===== config.mk =====
export PLATFORM = sky130hd
export DESIGN_NAME = fir_stream_sequencer
export DESIGN_NICKNAME = d
export VERILOG_FILES = /design/src/rtl/fir_stream_sequencer.sv
export SDC_FILE = /design/constraint.sdc
export NUM_CORES = 1
export LEC_CHECK = 0
export ABC_CLOCK_PERIOD_IN_PS = 2500
export BUFFER_PORTS_ARGS = -buffer_cell sky130_fd_sc_hd__buf_4
export CORE_MARGIN = 5
export CORE_UTILIZATION = 43
export CTS_BUF_LIST = sky130_fd_sc_hd__clkbuf_4
export DETAILED_ROUTE_END_ITERATION = 10
export PLACE_DENSITY = 0.89
export SETUP_SLACK_MARGIN = 0.4
export SYNTH_ARGS = -nofsm -noshare
export SYNTH_HDL_FRONTEND = slang
export SYNTH_SLANG_ARGS = --single-unit

===== constraint.sdc =====
create_clock -name clock -period 2.5 [get_ports clock]
set_input_delay 0.25 -clock clock [delete_from_list [all_inputs] [get_ports clock]]
set_output_delay 0.25 -clock clock [all_outputs]
set_load 0.005 [all_outputs]

===== src/rtl/fir_stream_sequencer.sv =====
// Sequences coefficient loads and sample push/read transactions onto a downstream
// SCIE FIR unit, and returns the filtered result on a valid/ready output stream.
module fir_stream_sequencer #(
    parameter int unsigned NTAPS     = 5,
    parameter logic [31:0] INSN_LOAD = 32'd11,
    parameter logic [31:0] INSN_PUSH = 32'd43,
    parameter logic [31:0] INSN_READ = 32'd91
) (
    input  logic               clock,
    input  logic               reset,

    input  logic               cfg_valid,
    output logic               cfg_ready,
    input  logic [2:0]         cfg_index,
    input  logic signed [15:0] cfg_real,
    input  logic signed [15:0] cfg_imag,

    input  logic               in_valid,
    output logic               in_ready,
    input  logic signed [15:0] in_real,
    input  logic signed [15:0] in_imag,

    output logic               out_valid,
    input  logic               out_ready,
    output logic signed [15:0] out_real,
    output logic signed [15:0] out_imag,

    output logic               fir_valid,
    output logic [31:0]        fir_insn,
    output logic signed [15:0] fir_rs1_real,
    output logic signed [15:0] fir_rs1_imag,
    output logic [31:0]        fir_rs2,
    input  logic signed [15:0] fir_rd_real,
    input  logic signed [15:0] fir_rd_imag,

    output logic [15:0]        sample_count,
    output logic               cfg_err
);

    localparam int unsigned DW = 16;
    localparam int unsigned IW = 32;

    localparam logic [2:0] ST_IDLE    = 3'd0;
    localparam logic [2:0] ST_LOAD    = 3'd1;
    localparam logic [2:0] ST_PUSH    = 3'd2;
    localparam logic [2:0] ST_WAIT    = 3'd3;
    localparam logic [2:0] ST_READ    = 3'd4;
    localparam logic [2:0] ST_CAPTURE = 3'd5;

    logic [2:0]          state_q, state_d;
    logic                fir_valid_q, fir_valid_d;
    logic [IW-1:0]       fir_insn_q, fir_insn_d;
    logic signed [DW-1:0] fir_rs1_real_q, fir_rs1_real_d;
    logic signed [DW-1:0] fir_rs1_imag_q, fir_rs1_imag_d;
    logic [IW-1:0]       fir_rs2_q, fir_rs2_d;
    logic                out_valid_q, out_valid_d;
    logic signed [DW-1:0] out_real_q, out_real_d;
    logic signed [DW-1:0] out_imag_q, out_imag_d;
    logic [DW-1:0]       sample_count_q, sample_count_d;
    logic                cfg_err_q, cfg_err_d;

    logic cfg_fire;
    logic in_fire;
    logic idx_ok;

    // Handshake readies: cfg wins over a simultaneous sample, and a sample is only
    // taken when the output slot is free or emptying this cycle.
    assign cfg_ready = reset && (state_q == ST_IDLE);
    assign in_ready  = reset && (state_q == ST_IDLE) && !cfg_valid
                       && (!out_valid_q || out_ready);
    assign cfg_fire  = cfg_valid && cfg_ready;
    assign in_fire   = in_valid && in_ready;
    assign idx_ok    = IW'(cfg_index) < NTAPS;

    // Next-state and registered-output logic; fir_* are loaded for the state being entered.
    always_comb begin
        state_d        = state_q;
        fir_valid_d    = 1'b0;
        fir_insn_d     = '0;
        fir_rs1_real_d = '0;
        fir_rs1_imag_d = '0;
        fir_rs2_d      = '0;
        out_valid_d    = out_valid_q && !out_ready;
        out_real_d     = out_real_q;
        out_imag_d     = out_imag_q;
        sample_count_d = sample_count_q;
        cfg_err_d      = cfg_err_q;

        case (state_q)
            ST_IDLE: begin
                if (cfg_fire) begin
                    if (idx_ok) begin
                        state_d        = ST_LOAD;
                        fir_valid_d    = 1'b1;
                        fir_insn_d     = INSN_LOAD;
                        fir_rs1_real_d = cfg_real;
                        fir_rs1_imag_d = cfg_imag;
                        fir_rs2_d      = IW'(cfg_index);
                    end else begin
                        cfg_err_d = 1'b1;
                    end
                end else if (in_fire) begin
                    state_d        = ST_PUSH;
                    fir_valid_d    = 1'b1;
                    fir_insn_d     = INSN_PUSH;
                    fir_rs1_real_d = in_real;
                    fir_rs1_imag_d = in_imag;
                    sample_count_d = sample_count_q + 16'd1;
                end
            end
            ST_LOAD: state_d = ST_IDLE;
            ST_PUSH: state_d = ST_WAIT;
            ST_WAIT: begin
                state_d     = ST_READ;
                fir_valid_d = 1'b1;
                fir_insn_d  = INSN_READ;
            end
            ST_READ: state_d = ST_CAPTURE;
            ST_CAPTURE: begin
                // FIR result is valid this cycle; a concurrent out transfer is overridden.
                state_d     = ST_IDLE;
                out_valid_d = 1'b1;
                out_real_d  = fir_rd_real;
                out_imag_d  = fir_rd_imag;
            end
            default: state_d = ST_IDLE;
        endcase
    end

    always_ff @(posedge clock) begin
        if (!reset) begin
            state_q        <= ST_IDLE;
            fir_valid_q    <= 1'b0;
            fir_insn_q     <= '0;
            fir_rs1_real_q <= '0;
            fir_rs1_imag_q <= '0;
            fir_rs2_q      <= '0;
            out_valid_q    <= 1'b0;
            out_real_q     <= '0;
            out_imag_q     <= '0;
            sample_count_q <= '0;
            cfg_err_q      <= 1'b0;
        end else begin
            state_q        <= state_d;
            fir_valid_q    <= fir_valid_d;
            fir_insn_q     <= fir_insn_d;
            fir_rs1_real_q <= fir_rs1_real_d;
            fir_rs1_imag_q <= fir_rs1_imag_d;
            fir_rs2_q      <= fir_rs2_d;
            out_valid_q    <= out_valid_d;
            out_real_q     <= out_real_d;
            out_imag_q     <= out_imag_d;
            sample_count_q <= sample_count_d;
            cfg_err_q      <= cfg_err_d;
        end
    end

    assign fir_valid    = fir_valid_q;
    assign fir_insn     = fir_insn_q;
    assign fir_rs1_real = fir_rs1_real_q;
    assign fir_rs1_imag = fir_rs1_imag_q;
    assign fir_rs2      = fir_rs2_q;
    assign out_valid    = out_valid_q;
    assign out_real     = out_real_q;
    assign out_imag     = out_imag_q;
    assign sample_count = sample_count_q;
    assign cfg_err      = cfg_err_q;

endmodule


Word-level counts from Yosys, hierarchy flattened:

Cells that the tools add are included.

* add/subtract/negate cells: 1
* order comparisons: 1
* eq/ne operators: 6
* multiplexer cells: 19
* bitwise gates (word level): 2
* reductions and logical operators: 17

Operators with widths (count)
* two-way mux 16 bit: 6
* one-hot mux 32 bit (2 select lines): 1
* two-way mux 32 bit: 1
* adder 16 x 1 -> 16 bit (second input constant): 1
* one-hot mux 3 bit (4 select lines): 1
* two-way mux 3 bit: 3
* AND reduction 3 bit: 3
* equality test 3 x 2 -> 1 bit (second input constant): 2
* equality test 3 bit (second input constant): 2
* logical AND 1 bit: 6
* two-way mux 6 bit: 1
* inequality test 3 bit (second input constant): 2
* two-way mux 1 bit: 4
* two-way mux 4 bit: 1
* AND reduction 2 bit: 2
* AND reduction 4 bit: 1
* logical NOT 1 bit: 3
* logical NOT 3 bit: 1
* less-than comparator 3 bit (second input constant): 1
* inverter 1 bit: 2
* one-hot mux 1 bit (2 select lines): 1
* logical OR 1 bit: 1

* register bits: 150
* bits of input ports: 104
* output and inout bits: 149
* logic and storage cells: 58

Logic depth before layout (Yosys ltp):

Gate-level depths: netlist of run 1.

* word-level depth: 8
* gate-level depth with buffers: 8

Least setup slack after synthesis of run 1:

Ideal clock, no wire load.

* kind: reg2reg
* start point: register state_q[2]
* end point: register sample_count_q[15] (netlist: sample_count[15])
* arrival: 1766 ps
* data required time: 2428 ps
* slack: 662 ps
* stages on the path, launching flop included: 8
* path buffers: 2
* clock period less this slack: 1838 ps
* path through: dfxtp_1 -> buf_2 -> or4b_4 -> clkinv_2 -> nand4_4 -> buf_6 -> nor4_1 -> mux2i_1

* word-level cells in the longest chain between the ends: 6
* elaborated cells between the ends (all ways): 8
* those cells by class: 1 x bitwise; 7 x reduce/logical

Ends and longest elaborated chain
* from (decl): RTL line 50 `logic [2:0] state_q, state_d;`
* from (signal assigned): RTL line 144 `state_q <= state_d;`
* logical NOT 3 bit *: RTL line 68 `assign cfg_ready = reset && (state_q == ST_IDLE);`
* logical AND 1 bit *: RTL line 68
* via cfg_ready: RTL line 13 `output logic cfg_ready,`
* logical AND 1 bit: RTL line 69 `assign in_ready = reset && (state_q == ST_IDLE) && !cfg_valid`
* logical AND 1 bit: RTL line 70 `&& (!out_valid_q || out_ready);`
* logical AND 1 bit: RTL line 72 `assign in_fire = in_valid && in_ready;`
* AND reduction 3 bit (no source line) *
* to (signal assigned): RTL line 153 `sample_count_q <= sample_count_d;`
* to (decl): RTL line 59 `logic [DW-1:0] sample_count_q, sample_count_d;`

The timed path passes the listed nets; every way through them passes the cells marked *.
A chain may end at the register's enable or synchronous reset.

Worst setup path after layout of run 1:

* start point: register state_q[1]
* end point: output in_ready

* word-level cells in the longest chain between the ends: 4

Ends and longest elaborated chain
* logical NOT 3 bit: RTL line 69
* logical AND 1 bit (2 in series): RTL line 69
* logical AND 1 bit: RTL line 70
* to (decl): RTL line 19 `output logic in_ready,`

Every way passes these cells.

==> qor.yml, run 1 <==
status: "complete, no violations"
ys_seq_area_frac: 0.4951
synth_area_mm2: 0.003680
hold_path_startpoint: "cfg_imag[7]"
grtUsageTotal: 0.2273
synth_top_cell_by_area: "dfxtp_1"
antenna_cells: 0
layout.filler_cells: 638
min_period_ns: 1.994
drcViolationCount: 0
yosysTopAreaCellShare: 0.4951
viasPerCell: 4.892
initialDrtViolationCount: 115
cap_violations: 0
rows: 33
relSlewSlack: 0.4787
cts.clk_slew.worst_paths_ns: 0.17
finalNetCount: 733
grt_pass1_wl_um: 18470
rsz0062_at_grt: "no"
cts_root_buf: "clkbuf_4"
path_class: "register to output port"
gr-total-overflow: 0
synth_cell_type_count: 40
syn_avg_cell_area_um2: 9.292
netlist_instances: 396
setup_viol: 0
power_density_mw_per_mm2: 498.6
multi_input_area_mm2: 0.001514
critPathLaunch: "state_q[1]"
wl_per_cell_um: 17.12
rr_startpoint: "state_q[1]"
die_w_um: 102.5
drt_pass1_iterations: 4
r2r_cells: 5
routed-via-count: 3610
arrival_ns: 1.74
cp_max_fo: 9
area_growth_pct: 52.70
drive_gt1_frac: 0.3618
numCtsBuffers: 9
port_buffers: 197
drt-total-wl_um: 12630
finalMaxSlewViolations: 0
cts_tree: "built"
worst_setup_path_start_kind: "register"
ys_top_cells_by_area: "dfxtp_1 (50%), buf_4 (12%), a22o_1 (7.6%)"
r2r_slack_ns: 0.51
grt_max_degree: 37
r2r_end: "sample_count[14]"
fmax_ghz: 0.5014
antenna_found_initial: 0
synth_warnings: 0
io_pins: 253
synthArstFlopShare: 0
initial_core_util: 0.4456
synth_seq_cells: 91
die_area_mm2: 0.01051
cts.sinks: 91
core_area_mm2: 0.008258
finalSetupTns_ns: 0
hold_path_class: "primary input to register"
hold_viol: 0
synth-edff-count: 0
worstPathRequired_ns: 2.25
place_congestion: 0.8758
cts_buffer_depth: 2
die_height_um: 102.5
regArea_mm2: 0.001824
synth_ff_type: "dfxtp_1"
h-tree-depth: 3
grt_pass1_vias: 3539
finalCritPeriodShare: 0.7977
hpwlAfterDp_um: 8255
endpoint_kind: "output port"
worst_ir_drop_vdd_mv: 0.2702
worstMarginPinSlew_ns: 0.7811
fin_worst_skew_ns: 0.02759
power_uw: 2802
leakagePower_uw: 0.002602
hold_end: "fir_rs1_imag[7]"
insertion_delay_ns: 0.43
antenna_left: 0
holdPathStages: 2
final cells by class:
| cell class | count | share of cell area |
|---|---|---|
| inverters | 4 | 0.002895 |
| multi-input cells | 274 | 0.2694 |
| clock inverters | 7 | 0.01470 |
| flip-flops and latches | 91 | 0.3246 |
| clock buffers | 9 | 0.01202 |
| well taps | 105 | 0.02338 |
| repair buffers | 248 | 0.3529 |
timing repair:
item,in CTS,in global routing
hold buffers,41,1
gates resized for setup,1,3
endpoints found under the setup margin,1,10
cloned,0,1
hold endpoints to repair,23,1
setup buffers,0,3
cell usage after synthesis (all sizes together), types with 2 or more instances:
| master | n |
|---|---|
| dfxtp | 91 |
| buf | 71 |
| nand2 | 71 |
| a21oi | 42 |
| a22o | 32 |
| clkbuf | 11 |
| nand4 | 8 |
| nor2 | 7 |
| o31ai | 7 |
| or4 | 6 |
| mux2i | 5 |
| and3 | 4 |
| nand2b | 4 |
| and2 | 3 |
| inv | 3 |
| nand3 | 3 |
| nor3 | 3 |
| nor3b | 3 |
| or3 | 3 |
| and4 | 2 |
| nor2b | 2 |
| xor2 | 2 |
report_power, final:
| group | total [uW] | switching, uW | internal [uW] |
|---|---|---|---|
| clock network | 878 | 550 | 328 |
| registers | 1520 | 22.1 | 1490 |
| logic | 407 | 161 | 246 |
metal layers:
layer,vias up,part of all wire,routed length (um),track usage
li1,1725,-,-,-
met1,1679,0.35,4380,0.2397
met2,185,0.52,6630,0.4240
met3,21,0.10,1311,0.06360
met4,0,0.025,310,0.08981
met5,-,0,0,0
worst max path at each step:
stage	slack (ns)	end
final	0.51	in_ready
after global routing	0.42	in_ready
after CTS	0.42	sample_count[14]
after detailed placement	0.45	sample_count[14]
after global placement	0.55	sample_count[14]
after floorplan	0.66	sample_count[15]
through the flow:
step / setup WS, ns / utilization / cell area (um2) / std cells / hold slack, ns
floorplan: 0.6619 / - / 3882 / 450 / 0.3717
global placement: 0.5496 / 0.6058 / 5002 / 676 / 0.4425
detailed placement: 0.4548 / 0.6058 / 5002 / 676 / 0.4485
CTS: 0.4162 / 0.6742 / 5568 / 733 / 0.0008249
global route: 0.4206 / 0.6805 / 5619 / 738 / 0.007697
finish: 0.5057 / 0.6805 / 5619 / 738 / 0.02303
registers in the layout (all words and copies together), names as in the netlist, 3 cells and up:
name          count
out_imag         16
sample_count     16
fir_rs1_imag     16
out_real         16
state_q           3
fir_rs2           3
fir_rs1_real     16
fir_insn          3
worst max-delay path: stages (launching register included):
cell and delay, ns:
dfxtp_2 0.39, or4b_4 0.56, nor3b_2 0.23, buf_4 0.15
kinds of logic (layout without fill, tap and decap cells):
family / count (synthesis) / in the layout / synth area share
AND/OR/NAND/NOR: 124 / 125 / 0.1693
flip-flops: 91 / 91 / 0.4951
buffers and inverters: 86 / 268 / 0.1550
AO/OA/AOI/OAI: 85 / 85 / 0.1554
multiplexers: 5 / 5 / 0.01360
XOR/XNOR: 3 / 3 / 0.007142
adder cells (fa/ha/maj): 1 / 1 / 0.003400
other: 1 / 55 / 0.001019
placed cells by master, fill, tap and decap left out, types with 3 or more instances in the layout:
cell type	count
buf_4	204
dfxtp_1	89
nand2_1	71
conb_1	55
a21oi_1	42
dlygate4sd3_1	42
a22o_1	32
clkbuf_4	9
nand4_1	7
o31ai_1	7
nor2_1	7
or4_1	6
mux2i_1	5
nand2b_1	4
and3_1	4
inv_1	3
nand3_1	3
or3_1	3
and2_1	3
nor3_1	3
inv_6	3
Power figures use the tool's default switching activity.
==> run 2: changes to the inputs <==
- ABC_CLOCK_PERIOD_IN_PS: 2500 -> 1700
- CORE_UTILIZATION: 43 -> 39
- PLACE_DENSITY: 0.89 -> 0.85
- clock period: 2.5 -> 1.7 ns (I/O delays scaled with it)
==> qor.yml, run 2 (synthesis gave the netlist of run 1 again) <==
setup_viol: 48  # +48
viasPerCell: 4.933  # +0.84%
worst_setup_path_start_kind: "register"
endpoint_kind: "register"
final_cell_mix: "buf_4 (210), dlygate4sd3_1 (99), dfxtp_1 (86)"
path_class: "register to register"
finalSetupTns_ns: -7.614  # -7.614 ns
p_switching_uw: 1170  # +59%
layout.filler_cells: 530  # -17%
finalMaxSlewViolations: 0  # unchanged
p_seq_frac: 0.508  # -0.033
cp_max_fo: 6  # -3
initialDrtViolationCount: 196  # +70%
core_area_mm2: 0.009240  # +12%
grtUsageTotal: 0.2399  # +0.01258
wl_per_cell_um: 19.42  # +13%
pre_cts_slack_ns: -0.1659  # -0.6207 ns
arrival_ns: 2.33  # +0.59 ns
finalHoldWorstSlack_ns: 0.05282  # +0.02978 ns
place_congestion: 0.7963  # -9.1%
finalCritPeriodShare: 1.150
hold_viol: 0  # unchanged
status: "finished with violations"
insertion_delay_ns: 0.44  # about the same
die_area_mm2: 0.01148  # +9.2%
swShare: 0.2664  # +0.004661
area_growth_pct: 91.91
final_util: 0.7643  # +0.08380
cts.clk_slew.worst_paths_ns: 0.15  # -0.02 ns
fmax_ghz: 0.5115
cp_cell_sequence: "or4b_4 > buf_6 > buf_6 > nor3b_4 > buf_6 > buf_12 > buf_16 > a22o_1"
antenna_left: 0  # unchanged
holdPathStages: 3  # +1
cts_buffer_depth: 2  # unchanged
crit_slowest_cell: "or4b_4"
setup_slack_ns: -0.2549  # -0.7606 ns
intPower_uw: 3221  # +56%
critPathMaxStageDelay_ns: 0.56  # about the same
routed-via-count: 4242  # +18%
power_frac_comb: 0.208  # +0.063
violations: "setup timing"
drive_gt1_frac: 0.4417  # +0.07993
gr-total-overflow: 0  # unchanged
min_period_ns: 1.955
r2r_cells: 8  # +3
drt_pass1_iterations: 5  # +1
cap_violations: 0  # unchanged
numCtsBuffers: 9  # unchanged
worst_ir_drop_vdd_mv: 0.4908  # +82%
leakagePower_uw: 0.003236  # +24%
place_inst: 720  # +6.5%
drt-total-wl_um: 16700  # +32%
hold_path_class: "primary input to register"
die_w_um: 107.1  # +4.5%
die_height_um: 107.1  # +4.5%
cts_tree: "built"
worstPathRequired_ns: 2.07  # -0.18 ns
rsz0062_at_grt: "yes"
finalNetCount: 829  # +13%
path_common_cell: "buf_6"
final_common_cell: "buf_4"
drcViolationCount: 0  # unchanged
initial_core_util: 0.3982  # -0.04737
io_pins: 253  # unchanged
grt_pass1_wl_um: 21510  # +16%
rows: 35  # +6.1%
power_density_mw_per_mm2: 621.7  # +25%
antenna_found_initial: 1  # +1
port_buffers: 197  # unchanged
cts.sinks: 91  # unchanged
hpwlAfterDp_um: 8710  # +5.5%
cts_root_buf: "clkbuf_4"
h-tree-depth: 3  # unchanged
grt_max_degree: 33  # -11%
grt_pass1_vias: 4171  # +18%
fin_worst_skew_ns: 0.03168  # +0.004093 ns
clkPwrFrac: 0.284  # -0.029
fin_cells: 860  # +17%
run 2: changes by cell type in the layout (fill, tap and decap cells not counted), sizes merged:
cell	delta
dlygate4sd3	+57
buf	+35
clkbuf	+4
diode	+2
inv	-2
clkinv	+1
clkinvlp	+1
run 2: cell type report:
cell class,count,area [um2],area share
clock buffers,9,67.56,0.009568
repair buffers,344,3110,0.4405
clock inverters,7,72.57,0.01028
flip-flops and latches,91,1828,0.2589
multi-input cells,274,1797,0.2544
well taps,129,161.4,0.02286
diodes,2,5.005,0.0007087
inverters,4,20.02,0.002835
run 2: critical path: cells and delay by family (launching register included):
family	cells	cell delay [ns]
AOI/OAI and AO/OA	1	0.15
buffers and inverters	5	0.65
DFF	1	0.34
and+or+nand+nor	2	0.76
run 2: path summary, 6_finish.rpt:
check	startpoint	endpoint	slack, ns
max	state_q[2]	fir_rs1_imag[12]	-0.25
min	cfg_valid	cfg_err	0.05
max reg2reg	state_q[2]	fir_rs1_imag[12]	-0.25
min reg2reg	out_imag[5]	out_imag[5]	0.47
run 2: power by group through the flow:
stage | Combinational (uW) | Sequential [uW] | Clock [uW]
2_1_floorplan | 270 | 2270 | 0
3_3_place_gp | 526 | 2260 | 0
3_5_place_dp | 537 | 2270 | 0
4_1_cts | 802 | 2220 | 1260
5_1_grt | 955 | 2230 | 1360
6_report | 913 | 2230 | 1250
run 2: routing by layer:
| metal | part of all wire | GRT usage | vias up |
|---|---|---|---|
| li1 | - | - | 1919 |
| met1 | 0.35 | 0.2423 | 2006 |
| met2 | 0.52 | 0.4584 | 259 |
| met3 | 0.090 | 0.06863 | 58 |
| met4 | 0.042 | 0.09315 | 0 |
| met5 | 0 | 0 | - |
run 2: timing repair:
action | CTS | global route
buffers inserted | 8 | 5
hold buffers | 99 | 0
endpoints found under the hold margin | 67 | 0
gates cloned | 3 | 7
pin swaps | 14 | 20
setup endpoints to repair | 59 | 88
resized for setup | 34 | 68
run 2: stage by stage:
step	cell area, um2	total power, uW
2_1_floorplan	3934	2544
3_3_place_gp	5230	2791
3_5_place_dp	5230	2803
4_1_cts	6641	4284
5_1_grt	7059	4550
6_report	7062	4391
==> run 3: changes to the inputs <==
- ABC_CLOCK_PERIOD_IN_PS: 1700 -> not set
- REMOVE_ABC_BUFFERS: not set -> 1
==> qor.yml, run 3 (synthesis gave the netlist of run 1 again) <==
status: "finished with violations"
violations: "setup timing"
cts.sinks: 91  # unchanged
grt_pass1_wl_um: 21170  # -1.6%
cap_violations: 0  # unchanged
hold_path_class: "primary input to register"
min_period_ns: 1.940  # -0.01477 ns
initial_core_util: 0.3982  # unchanged
io_pins: 253  # unchanged
rows: 35  # unchanged
leakagePower_uw: 0.003065  # -5.3%
finalNetCount: 813  # -1.9%
final_cell_mix: "buf_4 (210), dlygate4sd3_1 (98), dfxtp_1 (87)"
grtUsageTotal: 0.2356  # -0.004276
hold_path_startpoint: "fir_rd_real[14]"
drcViolationCount: 0  # unchanged
worst_ir_drop_vdd_mv: 0.4093  # -17%
layout.filler_cells: 602  # +14%
crit_slowest_cell: "or4b_4"
arrival_ns: 2.30  # -0.03 ns
cp_top_family: "simple AND/OR/NAND/NOR gates"
fin_cells: 846  # -1.6%
core_area_mm2: 0.009240  # unchanged
cts_root_buf: "clkbuf_4"
place_inst: 714  # -0.83%
drive_gt1_frac: 0.3941  # -0.04759
hold_end: "out_real[14]"
cp_max_fo: 5  # -1
setup_slack_ns: -0.2402  # +0.01477 ns
final_common_cell: "buf_4"
port_buffers: 197  # unchanged
hold_viol: 0  # unchanged
fin_worst_skew_ns: 0.01695  # -0.01473 ns
die_area_mm2: 0.01148  # unchanged
gr-total-overflow: 0  # unchanged
rsz0062_at_grt: "yes"
holdPathStages: 3  # unchanged
grt_max_degree: 41  # +24%
cts_buffer_depth: 2  # unchanged
drt-total-wl_um: 14680  # -12%
path_common_cell: "buf_6"
endpoint_kind: "register"
wl_per_cell_um: 17.36  # -11%
critPathMaxStageDelay_ns: 0.54  # -0.02 ns
worstPathRequired_ns: 2.06  # about the same
insertion_delay_ns: 0.41  # -0.03 ns
die_w_um: 107.1  # unchanged
worst_setup_path_start_kind: "register"
grt_pass1_vias: 4295  # +3.0%
hpwlAfterDp_um: 8150  # -6.4%
numCtsBuffers: 9  # unchanged
cp_cell_sequence: "or4b_4 > buf_6 > buf_6 > nor3b_4 > buf_6 > buf_6 > buf_6 > a22o_1"
cts_tree: "built"
finalMaxSlewViolations: 0  # unchanged
fmax_ghz: 0.5154  # +0.76%
area_growth_pct: 82.35
viasPerCell: 4.818  # -2.3%
cts.clk_slew.worst_paths_ns: 0.14  # about the same
finalSetupTns_ns: -7.569  # +0.04552 ns
antenna_left: 0  # unchanged
r2r_slack_ns: -0.24  # about the same
cp_num_cells: 8  # unchanged
r2r_cells: 8  # unchanged
antenna_found_initial: 1  # unchanged
r2r_end: "fir_rs1_real[15]"
die_height_um: 107.1  # unchanged
h-tree-depth: 3  # unchanged
place_congestion: 0.8121  # +2.0%
setup_viol: 54  # +13%
path_class: "register to register"
rr_startpoint: "state_q[0]"
timing.critical_path.buf_inv: 5  # unchanged
initialDrtViolationCount: 142  # -28%
power_density_mw_per_mm2: 628.7  # +1.1%
routed-via-count: 4076  # -3.9%
finalCritPeriodShare: 1.141  # -0.008688
drt_pass1_iterations: 4  # -1
==> run 3: repair_timing <==
action | 4_1_cts | 5_1_grt
pin swaps | 1 | 20
cloned | 5 | 3
setup endpoints to repair | 63 | 82
gates resized for setup | 20 | 41
hold endpoints to repair | 63 | 3
hold buffers | 95 | 3
buffers inserted | 3 | 3
==> run 3: worst max-delay path by stage <==
| stage | from | end | slack [ns] |
|---|---|---|---|
| 5_1_grt | state_q[0] | in_ready | -0.30 |
| 4_1_cts | state_q[1] | in_ready | -0.21 |
| 3_3_place_gp | state_q[0] | sample_count[9] | -0.12 |
| 2_1_floorplan | state_q[0] | state_q[0] | -0.83 |
| 3_5_place_dp | state_q[0] | sample_count[13] | -0.17 |
| 6_report | state_q[0] | fir_rs1_real[15] | -0.24 |
==> run 3: worst min-delay path: stages <==
cell     delay, ns
buf_4         0.11
nand2_1       0.06
a21oi_1       0.06
==> run 3: stage by stage <==
step	cell area (um2)	utilization	setup WS, ns	hold slack, ns	total power (uW)
after floorplan	3328	-	-0.8326	0.2917	2416
after global placement	5162	0.5587	-0.1223	0.3797	2780
after detailed placement	5162	0.5587	-0.1691	0.3840	2795
after CTS	6439	0.6968	-0.2061	0.003575	4181
after global routing	6703	0.7254	-0.2999	-0.003668	4418
final	6710	0.7262	-0.2402	0.04737	4218
==> run 3: power breakdown <==
part / leakage, uW / switching, uW / internal [uW] / total (uW)
Clock: 0.0000633 / 722 / 441 / 1160
Sequential: 0.000740 / 28.7 / 2200 / 2230
Combinational: 0.00226 / 310 / 520 / 830
==> run 3: area by class of cell <==
cell class	instances	area, um2	share of cell area
antenna	4	10.01	0.001492
timing repair buffer	328	2913	0.4341
inverter	4	16.27	0.002424
multi-input combinational	274	1647	0.2454
sequential	91	1827	0.2722
clock buffer	9	67.56	0.01007
clock inverter	7	68.82	0.01026
tap	129	161.4	0.02405
==> run 3: routing by layer <==
metal | vias to the layer above | routed length, um | global-route usage
met4 | 0 | 791 | 0.1233
met3 | 66 | 1210 | 0.06502
met2 | 236 | 7819 | 0.4450
met5 | - | 0 | 0
li1 | 1885 | - | -
met1 | 1889 | 4862 | 0.2309
